[config.mk]
export PLATFORM = sky130hd
export DESIGN_NAME = timer_run_ctrl
export DESIGN_NICKNAME = d
export VERILOG_FILES = /design/src/rtl/timer_run_ctrl.sv
export SDC_FILE = /design/constraint.sdc
export NUM_CORES = 1
export LEC_CHECK = 0
export BUFFER_PORTS_ARGS = -buffer_cell sky130_fd_sc_hd__buf_2
export CORE_ASPECT_RATIO = 0.75
export CORE_MARGIN = 3
export CORE_UTILIZATION = 56
export DETAILED_ROUTE_END_ITERATION = 6
export GPL_TIMING_DRIVEN = 0
export PLACE_DENSITY_LB_ADDON = 0.25
export REMOVE_ABC_BUFFERS = 1
export SLEW_MARGIN = 20
export SYNTH_ARGS = -nofsm -noshare
export SYNTH_HDL_FRONTEND = slang
export SYNTH_SLANG_ARGS = --single-unit
[constraint.sdc]
create_clock -name mclk -period 2.5 [get_ports mclk]
set_input_delay 0.5 -clock mclk [delete_from_list [all_inputs] [get_ports mclk]]
set_output_delay 0.5 -clock mclk [all_outputs]
set_load 0.1 [all_outputs]
[src/rtl/timer_run_ctrl.sv]
// timer_run_ctrl: time-of-day counter with a one-shot daily alarm.
// A prescaler divides mclk down to one-second steps that drive an
// hh:mm:ss counter. A small run FSM arms on run_enable, rings when the
// running time reaches the alarm time at second zero, and stops ringing
// on ack or after RING_SEC seconds.
module timer_run_ctrl #(
  parameter int TICKS_PER_SEC = 50000000,
  parameter int RING_SEC      = 60
) (
  input  logic       mclk,
  input  logic       rst_n,
  input  logic       set,
  input  logic [4:0] nowH,
  input  logic [5:0] nowM,
  input  logic [4:0] timerH,
  input  logic [5:0] timerM,
  input  logic       run_enable,
  input  logic       ack,
  output logic [4:0] curH,
  output logic [5:0] curM,
  output logic [5:0] curS,
  output logic       sec_tick,
  output logic       alarm,
  output logic [1:0] state
);

  localparam int PW = $clog2(TICKS_PER_SEC);
  localparam int RW = $clog2(RING_SEC + 1);
  localparam logic [PW-1:0] PRESC_LAST = PW'(TICKS_PER_SEC - 1);
  localparam logic [RW-1:0] RING_LAST  = RW'(RING_SEC - 1);

  typedef enum logic [1:0] {
    IDLE    = 2'd0,
    ARMED   = 2'd1,
    RINGING = 2'd2,
    DONE    = 2'd3
  } run_state_t;

  run_state_t    cur_state;
  run_state_t    next_state;
  logic [PW-1:0] presc;
  logic [RW-1:0] ring_cnt;
  logic          sec_wrap;
  logic          load_ok;
  logic          time_match;
  logic          ring_done;
  logic [4:0]    adv_h;
  logic [5:0]    adv_m;
  logic [5:0]    adv_s;

  // A load is only honoured when the requested time is a real clock time;
  // out-of-range requests are dropped so the running time is never corrupted.
  assign load_ok    = set && (nowH <= 5'd23) && (nowM <= 6'd59);
  assign sec_wrap   = (presc == PRESC_LAST);
  assign time_match = (curH == timerH) && (curM == timerM) && (curS == 6'd0);
  assign ring_done  = sec_tick && (ring_cnt == RING_LAST);
  assign alarm      = (cur_state == RINGING);
  assign state      = cur_state;

  // Time one second after the current one, with minute/hour/day carries.
  always_comb begin
    adv_h = curH;
    adv_m = curM;
    adv_s = curS + 6'd1;
    if (curS == 6'd59) begin
      adv_s = 6'd0;
      adv_m = curM + 6'd1;
      if (curM == 6'd59) begin
        adv_m = 6'd0;
        adv_h = (curH == 5'd23) ? 5'd0 : curH + 5'd1;
      end
    end
  end

  // Prescaler, second pulse and hh:mm:ss registers; a valid load wins over
  // a coincident second advance and restarts the current second.
  always_ff @(posedge mclk) begin
    if (!rst_n) begin
      presc    <= '0;
      sec_tick <= 1'b0;
      curH     <= 5'd0;
      curM     <= 6'd0;
      curS     <= 6'd0;
    end else if (load_ok) begin
      presc    <= '0;
      sec_tick <= 1'b0;
      curH     <= nowH;
      curM     <= nowM;
      curS     <= 6'd0;
    end else begin
      sec_tick <= sec_wrap;
      if (sec_wrap) begin
        presc <= '0;
        curH  <= adv_h;
        curM  <= adv_m;
        curS  <= adv_s;
      end else begin
        presc <= presc + 1'b1;
      end
    end
  end

  // Run FSM state register.
  always_ff @(posedge mclk) begin
    if (!rst_n) begin
      cur_state <= IDLE;
    end else begin
      cur_state <= next_state;
    end
  end

  // Next-state logic; dropping run_enable disarms from anywhere.
  always_comb begin
    next_state = cur_state;
    if (!run_enable) begin
      next_state = IDLE;
    end else begin
      case (cur_state)
        IDLE:    next_state = ARMED;
        ARMED:   if (time_match) next_state = RINGING;
        RINGING: if (ack || ring_done) next_state = DONE;
        DONE:    next_state = DONE;
        default: next_state = IDLE;
      endcase
    end
  end

  // Seconds spent ringing: restarted on entry, stepped by each second pulse.
  always_ff @(posedge mclk) begin
    if (!rst_n) begin
      ring_cnt <= '0;
    end else if ((cur_state != RINGING) && (next_state == RINGING)) begin
      ring_cnt <= '0;
    end else if ((cur_state == RINGING) && sec_tick) begin
      ring_cnt <= ring_cnt + 1'b1;
    end
  end

endmodule

=== Word level (Yosys, flattened, before mapping) ===
Cells that the tools add are included.

* Input port bits: 27
* Flip-flop bits (word level): 52
* Logic and storage cells: 59

* Bitwise gates (word level): 1
* $add $sub $neg: 5
* Magnitude comparators: 2
* Muxes and demuxes: 14
* Equality and inequality tests: 12
* Reduce and logical (&&, ||, !) cells: 18

{| class="wikitable"
|+ Operators with widths
! cell !! count
|-
| two-way mux 6 bit || 5
|-
| adder 26 x 1 -> 26 bit (second input constant) || 1
|-
| equality test 26 bit (second input constant) || 1
|-
| two-way mux 5 bit || 5
|-
| adder 6 x 1 -> 6 bit (second input constant) || 3
|-
| equality test 6 bit (second input constant) || 3
|-
| one-hot mux 2 bit (4 select lines) || 1
|-
| logical AND 1 bit || 7
|-
| equality test 2 bit (second input constant) || 3
|-
| equality test 6 bit || 1
|-
| <= comparator 6 bit (second input constant) || 1
|-
| logical NOT 6 bit || 1
|-
| two-way mux 2 bit || 3
|-
| nonzero test 2 bit || 3
|-
| adder 5 x 1 -> 5 bit (second input constant) || 1
|-
| equality test 5 bit || 1
|-
| equality test 5 bit (second input constant) || 1
|-
| <= comparator 5 bit (second input constant) || 1
|-
| OR reduction 2 bit || 2
|-
| AND reduction 3 bit || 1
|-
| OR reduction 3 bit || 1
|-
| equality test 2 x 1 -> 1 bit (second input constant) || 1
|-
| logical NOT 2 bit || 1
|-
| inequality test 2 bit (second input constant) || 1
|-
| 3 further kinds || 3
|}

=== Logic depth before layout (Yosys ltp) ===
Gate-level depths: netlist (run 1).

* Depth after elaboration: 9
* Mapped depth: 9

=== Least setup slack after synthesis (run 1) ===
OpenSTA, ideal clock, no wires.

* Path kind: register to register
* Start point: register cur_state[1], in the netlist state[1]
* End point: register ring_cnt[5]
* Setup time: 116 ps
* Buffers on the path: 0
* Data arrival time: 3148 ps
* Data required time: 2384 ps
* Setup slack: -764 ps
* Stages on the path, launching flop included: 6
* Cell sequence: dfxtp_1 > nor2b_1 > nand3_1 > nor2_1 > xnor2_1 > nor2_1

* Cells in the longest elaborated chain, start to end: 6
* Elaborated cells on any way between the ends: 13
* Those cells by class: 5 x eq/ne; 4 x mux; 4 x reduce/logical

{| class="wikitable"
|+ RTL lines
! what !! RTL line !! text
|-
| from (decl) || 39 || <nowiki>run_state_t cur_state;</nowiki>
|-
| from (signal assigned) || 108 || <nowiki>cur_state <= next_state;</nowiki>
|-
| equality test 2 bit * || - ||
|-
| net alarm || 23 || <nowiki>output logic alarm,</nowiki>
|-
| one-hot mux 2 bit (4 select lines) || 118 || <nowiki>case (cur_state)</nowiki>
|-
| two-way mux 2 bit || 115 || <nowiki>if (!run_enable) begin</nowiki>
|-
| equality test 2 bit || 132 || <nowiki>end else if ((cur_state != RINGING) && (next_state == RINGING)) begin</nowiki>
|-
| logical AND 1 bit || 132 ||
|-
| OR reduction 2 bit (no line) || - ||
|-
| to (signal assigned) || 135 || <nowiki>ring_cnt <= ring_cnt + 1'b1;</nowiki>
|-
| to (decl) || 42 || <nowiki>logic [RW-1:0] ring_cnt;</nowiki>
|}

Mark *: on every way through the listed nets, which the timed path passes. The rest lies on a longest branch.
A chain may end at the register's enable or synchronous reset.

=== Worst setup path after layout (run 1) ===
* Start point: input nowM[5]
* End point: register curM[5]

* Cells in the longest elaborated chain, start to end: 4
* Elaborated cells on any way between the ends: 6
* Those cells by class: 1 x order compare; 1 x mux; 4 x reduce/logical

{| class="wikitable"
|+ RTL lines
! what !! RTL line !! text
|-
| from (decl) || 14 || <nowiki>input logic [5:0] nowM,</nowiki>
|-
| <= comparator 6 bit || 53 || <nowiki>assign load_ok = set && (nowH <= 5'd23) && (nowM <= 6'd59);</nowiki>
|-
| logical AND 1 bit || 53 ||
|-
| nonzero test 2 bit (no line) || - ||
|-
| AND reduction 2 bit (no line) || - ||
|-
| to (signal assigned) || 88 || <nowiki>curM <= nowM;</nowiki>
|-
| to (signal assigned) || 95 || <nowiki>curM <= adv_m;</nowiki>
|-
| to (decl) || 20 || <nowiki>output logic [5:0] curM,</nowiki>
|}

Several ways; a longest one is shown, not always the timed one.

==> results of run 1 <==
[flip-flops by register name (all words and copies together) (netlist names)]
signal	cells
ring_cnt	6
presc	26
curH	5
state	2
sec_tick	1
curM	6
curS	6
[report_power, final]
group / switching [uW] / leakage [uW] / internal [uW] / total (uW)
registers: 27.2 / 0.000421 / 845 / 872
clock network: 281 / 0.0000414 / 200 / 481
logic: 173 / 0.000723 / 65.9 / 239
[cell type report]
type	count	area, um^2
Clock inverter	2	16.27
Timing Repair Buffer	47	235.2
Clock buffer	6	72.57
Fill cell	404	1509
Sequential cell	52	1041
Inverter	8	30.03
Multi-Input combinational cell	247	1649
Tap cell	57	71.32
[cell families after synthesis]
group	after synthesis
simple gates	157
flops	52
xor+xnor	43
compound gates	36
buf+inv	21
fa+ha+maj	6
mux	5
[cells in the mapped netlist, types with 2 or more instances]
cell	n
nand4_1	14
clkbuf_1	5
or4_1	2
o22ai_1	2
ha_1	6
o21ai_0	7
buf_2	4
and3_1	9
a21oi_1	10
inv_1	8
nor2b_1	3
nand3_1	25
buf_6	3
nor2_1	41
nor3_1	6
xor2_1	23
nand4_4	2
o41a_1	2
a31oi_1	3
nor4_2	2
a211oi_1	3
xnor2_1	20
dfxtp_1	52
nor3b_1	2
nor4_1	6
and4_1	3
mux2i_1	4
nand2_1	29
[worst max path at each step]
stage / slack, ns / end / cells after the start
after floorplan: -0.76 / ring_cnt[5]$_SDFFE_PP0P_ / 5
final: 0.34 / curM[5]$_SDFFE_PN0P_ / 5
after detailed placement: 0.10 / curM[5]$_SDFFE_PN0P_ / 5
after CTS: 0.35 / curH[4]$_SDFFE_PN0P_ / 6
after global routing: 0.20 / presc[13]$_SDFF_PP0_ / 6
after global placement: 0.14 / curM[5]$_SDFFE_PN0P_ / 5
[tightest hold or removal path, stage by stage]
cell	delay (ns)
buf_2	0.11
nand2_1	0.05
o22ai_1	0.06
[metal layers]
layer	vias up	global-route usage
met5	-	0
met4	0	0.05747
met3	6	0.04268
met2	70	0.3148
met1	1142	0.3114
li1	1221	-
[through the flow]
stage / cell area, um^2 / setup WS (ns) / cells / hold WS [ns]
floorplan: 2720 / -0.7640 / 307 / 0.4261
global route: 3115 / 0.1990 / 419 / 0.4772
finish: 3115 / 0.3396 / 419 / 0.4602
detailed placement: 3027 / 0.1035 / 411 / 0.4600
CTS: 3115 / 0.3526 / 419 / 0.4577
global placement: 3027 / 0.1383 / 411 / 0.4411
==> impl_metrics.py, run 1 <==
metrics = {
    "routing": {
        "totalWireLength_um": 6112,
        "route.top_layer_used": "met4",
        "met2WireLength_um": 2639,
        "wl_per_cell_um": 14.59,
        "ant_nets": 0,
        "drt_iter0_drc": 213,
        "num_vias": 2439,
        "drc": 0,
        "dr_wl_met3_um": 335,
        "wl_met1_um": 3082,
        "via_per_inst": 5.821,
        "drtPass1Iterations": 4,
    },
    "cells_and_area": {
        "nNetsFinal": 394,
        "final_common_cell": "dfxtp_1",
        "area_delta_synth_final_pct": 11.36,
        "drive_gt1_frac": 0.1851,
        "utilization": 0.6737,
        "n_antenna_cell": 0,
        "final_cell_mix": "dfxtp_1 (52), buf_2 (47), nor2_1 (41), nand2_1 (29), nand3_1 (25)",
    },
    "sta": {
        "finalMaxSlewViolations": 0,
        "post-route-min-period_ns": 2.160,
        "fin_crit_sh": 0.8642,
        "worstMarginPinSlew_ns": 1.062,
        "hold_viol_final": 0,
        "finalSetupViolations": 0,
        "rsz0062_at_grt": "false",
        "fmax_mhz": 462.9,
        "fin_skew_ns": 0.01070,
        "slew-limit-headroom": 0.2898,
        "fin_tns_setup_ns": 0,
    },
    "cts": {
        "insertion_delay_ns": 0.31,
        "postCtsHoldBufs": 0,
        "postCtsSetupBuffers": 0,
        "cts_root_buf": "clkbuf_8",
        "clk_pin_slew_worst_paths_ns": 0.09,
        "cts_buffers": 5,
        "htreeDepth": 2,
        "clockBufferDepth": 2,
        "cts_tree": "done",
        "clock-sinks": 52,
        "postCtsResizedCells": 0,
    },
    "power_and_ir_drop": {
        "p_per_area_nw_per_um2": 511.0,
        "finalPower_uw": 1592,
        "ir_drop_uv": 293.2,
        "leakagePower_uw": 0.001186,
    },
    "logic_synthesis": {
        "synth_compound_area_frac": 0.08810,
        "netlist_area_um2": 2798,
        "synth.distinct_cells": 52,
        "synth-main-ff-cell": "dfxtp_1",
        "yosys.area_share.xor_xnor": 0.1346,
        "synthArstFlopShare": 0,
        "synth_top_family_by_area": "simple AND/OR/NAND/NOR gates",
        "yosysSeqAreaShare": 0.3721,
        "synth-simple-area-share": 0.3216,
        "ys_ff_latch": 52,
        "synth_area_per_cell_um2": 8.743,
        "muxShareOfSynthArea": 0.01834,
        "yosys_warnings": 0,
        "synth_edf_count": 0,
        "netlist_instances": 320,
        "yosys-top-cells-area": "dfxtp_1 (37%), xor2_1 (7.2%), xnor2_1 (6.3%), nor2_1 (5.5%), nand3_1 (4.5%)",
        "synth_top_area_frac": 0.3721,
        "yosys.area.top_type": "dfxtp_1",
        "synthAdderAreaFrac": 0.02683,
    },
    "critical_path": {
        "path_cells": "buf_2 -> nand4_1 -> nand3_1 -> nand2_1 -> o22ai_1",
        "r2r_end": "presc[15]$_SDFF_PP0_",
        "cp-end-kind": "flip-flop",
        "path_delay_family": "simple AND/OR/NAND/NOR gates",
        "crit_slowest_cell": "nand3_1",
        "arrival_ns": 2.31,
        "slowest_delay_ns": 0.77,
        "critPathLaunch": "nowM[5]",
        "worstPathRequired_ns": 2.65,
        "rrSetupSlack_ns": 0.35,
        "ff2ff_path_depth": 6,
        "path_class": "in2reg",
        "crit_buf_inv": 1,
        "cp-start-kind": "input port",
        "path_max_fanout": 24,
        "timing.rr.start": "presc[0]$_SDFF_PP0_",
    },
    "hold_path": {
        "holdPathEnd": "curM[5]$_SDFFE_PN0P_",
        "hp-start": "nowM[5]",
        "hold_class": "in2reg",
        "hold_depth": 3,
    },
    "die": {
        "dieArea_um2": 5889,
        "rows": 21,
        "die_y_um": 67.21,
        "die_w_um": 87.62,
        "start_util": 0.6050,
        "io_pins": 48,
        "core_um2": 4624,
    },
    "grt": {
        "grt_max_degree": 27,
        "antenna_found_initial": 0,
        "grt_pass1_vias": 2092,
        "gr-total-overflow": 0,
        "grt_usage": 0.2118,
        "grt_pass1_wl_um": 9846,
    },
    "place": {
        "post-dp-hpwl_um": 4464,
        "portBuffers": 47,
        "place.gp.congestion": 0.8052,
    },
    "flow_run": {
        "maxCapViolCount": 0,
    },
    "run_status": {
        "status": "finished clean",
    },
}
(Power assumes the default switching activity.)
==> run 2, diff against run 1 <==
--- a/config.mk
+++ b/config.mk
@@ -11,6 +11,7 @@
 export CORE_UTILIZATION = 56
 export DETAILED_ROUTE_END_ITERATION = 6
 export GPL_TIMING_DRIVEN = 0
+export MAX_ROUTING_LAYER = met4
 export PLACE_DENSITY_LB_ADDON = 0.25
 export REMOVE_ABC_BUFFERS = 1
 export SLEW_MARGIN = 20
==> run 2 against run 1 <==
Compared with the run above: sequential power hardly changed; non-clock buffer count stayed put; clock skew grew 0.00050 ns; flip-flop and latch count did not move; die area is the same; first-iteration DRC count decreased by 15%; critical path depth up 1; worst setup slack improved by 0.012 ns; design area unchanged; clock-buffer cell count stayed put; wire length down 0.41%; total power increased by 0.17%.
==> impl_metrics.py, run 2 (synthesized netlist as in run 1, its figures left out) <==
metrics = {
    "routing": {
        "drtPass1Iterations": 5,
        "wl_per_cell_um": 14.53,
        "drc": 0,
        "drt_iter0_drc": 182,
        "via_per_inst": 5.835,
        "ant_nets": 0,
        "num_vias": 2445,
        "totalWireLength_um": 6087,
    },
    "cts": {
        "postCtsHoldBufs": 0,
        "postCtsSetupBuffers": 0,
        "postCtsResizedCells": 0,
        "clockBufferDepth": 2,
        "htreeDepth": 2,
        "insertion_delay_ns": 0.31,
        "cts_tree": "done",
        "cts_root_buf": "clkbuf_8",
        "cts_buffers": 5,
        "clock-sinks": 52,
        "clk_pin_slew_worst_paths_ns": 0.10,
    },
    "critical_path": {
        "path_cells": "ha_1 -> and3_1 -> nand4_4 -> or2_1 -> nand3_4 -> nor2_1",
        "critPathLaunch": "presc[0]$_SDFF_PP0_",
        "path_class": "reg2reg",
        "ff2ff_path_depth": 6,
        "cp-end-kind": "flip-flop",
        "path_max_fanout": 26,
        "timing.rr.start": "presc[0]$_SDFF_PP0_",
        "crit_buf_inv": 0,
        "path_delay_family": "simple AND/OR/NAND/NOR gates",
        "cp-start-kind": "flip-flop",
        "worstPathRequired_ns": 2.68,
        "slowest_delay_ns": 0.39,
        "crit_slowest_cell": "dfxtp_1",
        "r2r_end": "presc[15]$_SDFF_PP0_",
        "arrival_ns": 2.33,
        "rrSetupSlack_ns": 0.35,
    },
    "sta": {
        "rsz0062_at_grt": "false",
        "post-route-min-period_ns": 2.149,
        "worstMarginPinSlew_ns": 1.033,
        "finalMaxSlewViolations": 0,
        "fin_skew_ns": 0.01120,
        "finalSetupViolations": 0,
        "fmax_mhz": 465.4,
        "hold_ws_ns": 0.4552,
        "slew-limit-headroom": 0.3093,
        "fin_crit_sh": 0.8595,
        "hold_viol_final": 0,
    },
    "die": {
        "core_um2": 4624,
        "dieArea_um2": 5889,
        "rows": 21,
        "die_w_um": 87.62,
        "io_pins": 48,
        "die_y_um": 67.21,
        "start_util": 0.6050,
    },
    "place": {
        "portBuffers": 47,
        "place.gp.congestion": 0.8169,
        "post-dp-hpwl_um": 4464,
    },
    "cells_and_area": {
        "n_antenna_cell": 0,
        "final_cell_mix": "dfxtp_1 (52), buf_2 (47), nor2_1 (41), nand2_1 (29), nand3_1 (25)",
        "regMostFlops": "presc",
        "largest_reg_flops": 26,
        "nNetsFinal": 394,
        "area_delta_synth_final_pct": 11.36,
        "final_common_cell": "dfxtp_1",
        "drive_gt1_frac": 0.1851,
    },
    "power_and_ir_drop": {
        "finalPower_uw": 1595,
        "combPwrFrac": 0.150,
        "leakagePower_uw": 0.001186,
        "p_per_area_nw_per_um2": 511.9,
        "seqPwrFrac": 0.547,
        "p_int_uw": 1110,
        "sw_frac_of_total": 0.3037,
        "power_frac_clock": 0.304,
        "ir_drop_uv": 297.0,
        "p_switching_uw": 484.4,
    },
    "run_status": {
        "status": "finished clean",
    },
    "grt": {
        "grt_usage": 0.2183,
        "grt_max_degree": 27,
        "antenna_found_initial": 0,
        "gr-total-overflow": 0,
        "grt_pass1_vias": 2089,
        "grt_pass1_wl_um": 9867,
    },
    "hold_path": {
        "hold_class": "in2reg",
        "holdPathEnd": "curM[5]$_SDFFE_PN0P_",
        "hold_depth": 3,
        "hp-start": "nowM[5]",
    },
    "flow_run": {
        "maxCapViolCount": 0,
    },
}
[run 2: power groups by stage]
stage	Sequential [uW]	Combinational, uW	Clock (uW)
detailed placement	890	237	0
CTS	871	238	490
global placement	890	234	0
floorplan	986	78.4	0
global route	876	254	522
finish	872	239	484
[run 2: how the worst max path moves through the flow]
stage | endpoint | depth (start not counted)
3_5_place_dp | curM[5]$_SDFFE_PN0P_ | 5
5_1_grt | presc[13]$_SDFF_PP0_ | 6
2_1_floorplan | ring_cnt[5]$_SDFFE_PP0P_ | 5
6_report | presc[15]$_SDFF_PP0_ | 6
4_1_cts | curH[4]$_SDFFE_PN0P_ | 6
3_3_place_gp | curM[5]$_SDFFE_PN0P_ | 5
[run 2: metrics by stage]
stage | util | worst slack (ns) | setup TNS, ns | std cells | instance area, um^2
final | 0.6737 | 0.3513 | 0 | 419 | 3115
after global routing | 0.6737 | 0.1998 | 0 | 419 | 3115
after CTS | 0.6737 | 0.3526 | 0 | 419 | 3115
after detailed placement | 0.6545 | 0.1035 | 0 | 411 | 3027
after global placement | 0.6545 | 0.1383 | 0 | 411 | 3027
after floorplan | - | -0.7640 | -3.234 | 307 | 2720
[run 2: worst min-delay path: stages]
cell and delay [ns]:
buf_2 0.11, nand2_1 0.05, o22ai_1 0.06
[run 2: layer usage]
| metal | track usage | up-vias | wire [um] |
|---|---|---|---|
| li1 | - | 1223 | - |
| met1 | 0.3114 | 1138 | 3021 |
| met2 | 0.3158 | 78 | 2645 |
| met3 | 0.04268 | 6 | 365 |
| met4 | 0.05747 | 0 | 55 |
| met5 | - | - | 0 |
[run 2: final cells by class]
cell class | count | area [um^2]
clock inverter | 2 | 16.27
fill | 404 | 1509
timing repair buffer | 47 | 235.2
multi-input combinational | 247 | 1649
sequential | 52 | 1041
clock buffer | 6 | 72.57
tap | 57 | 71.32
inverter | 8 | 30.03
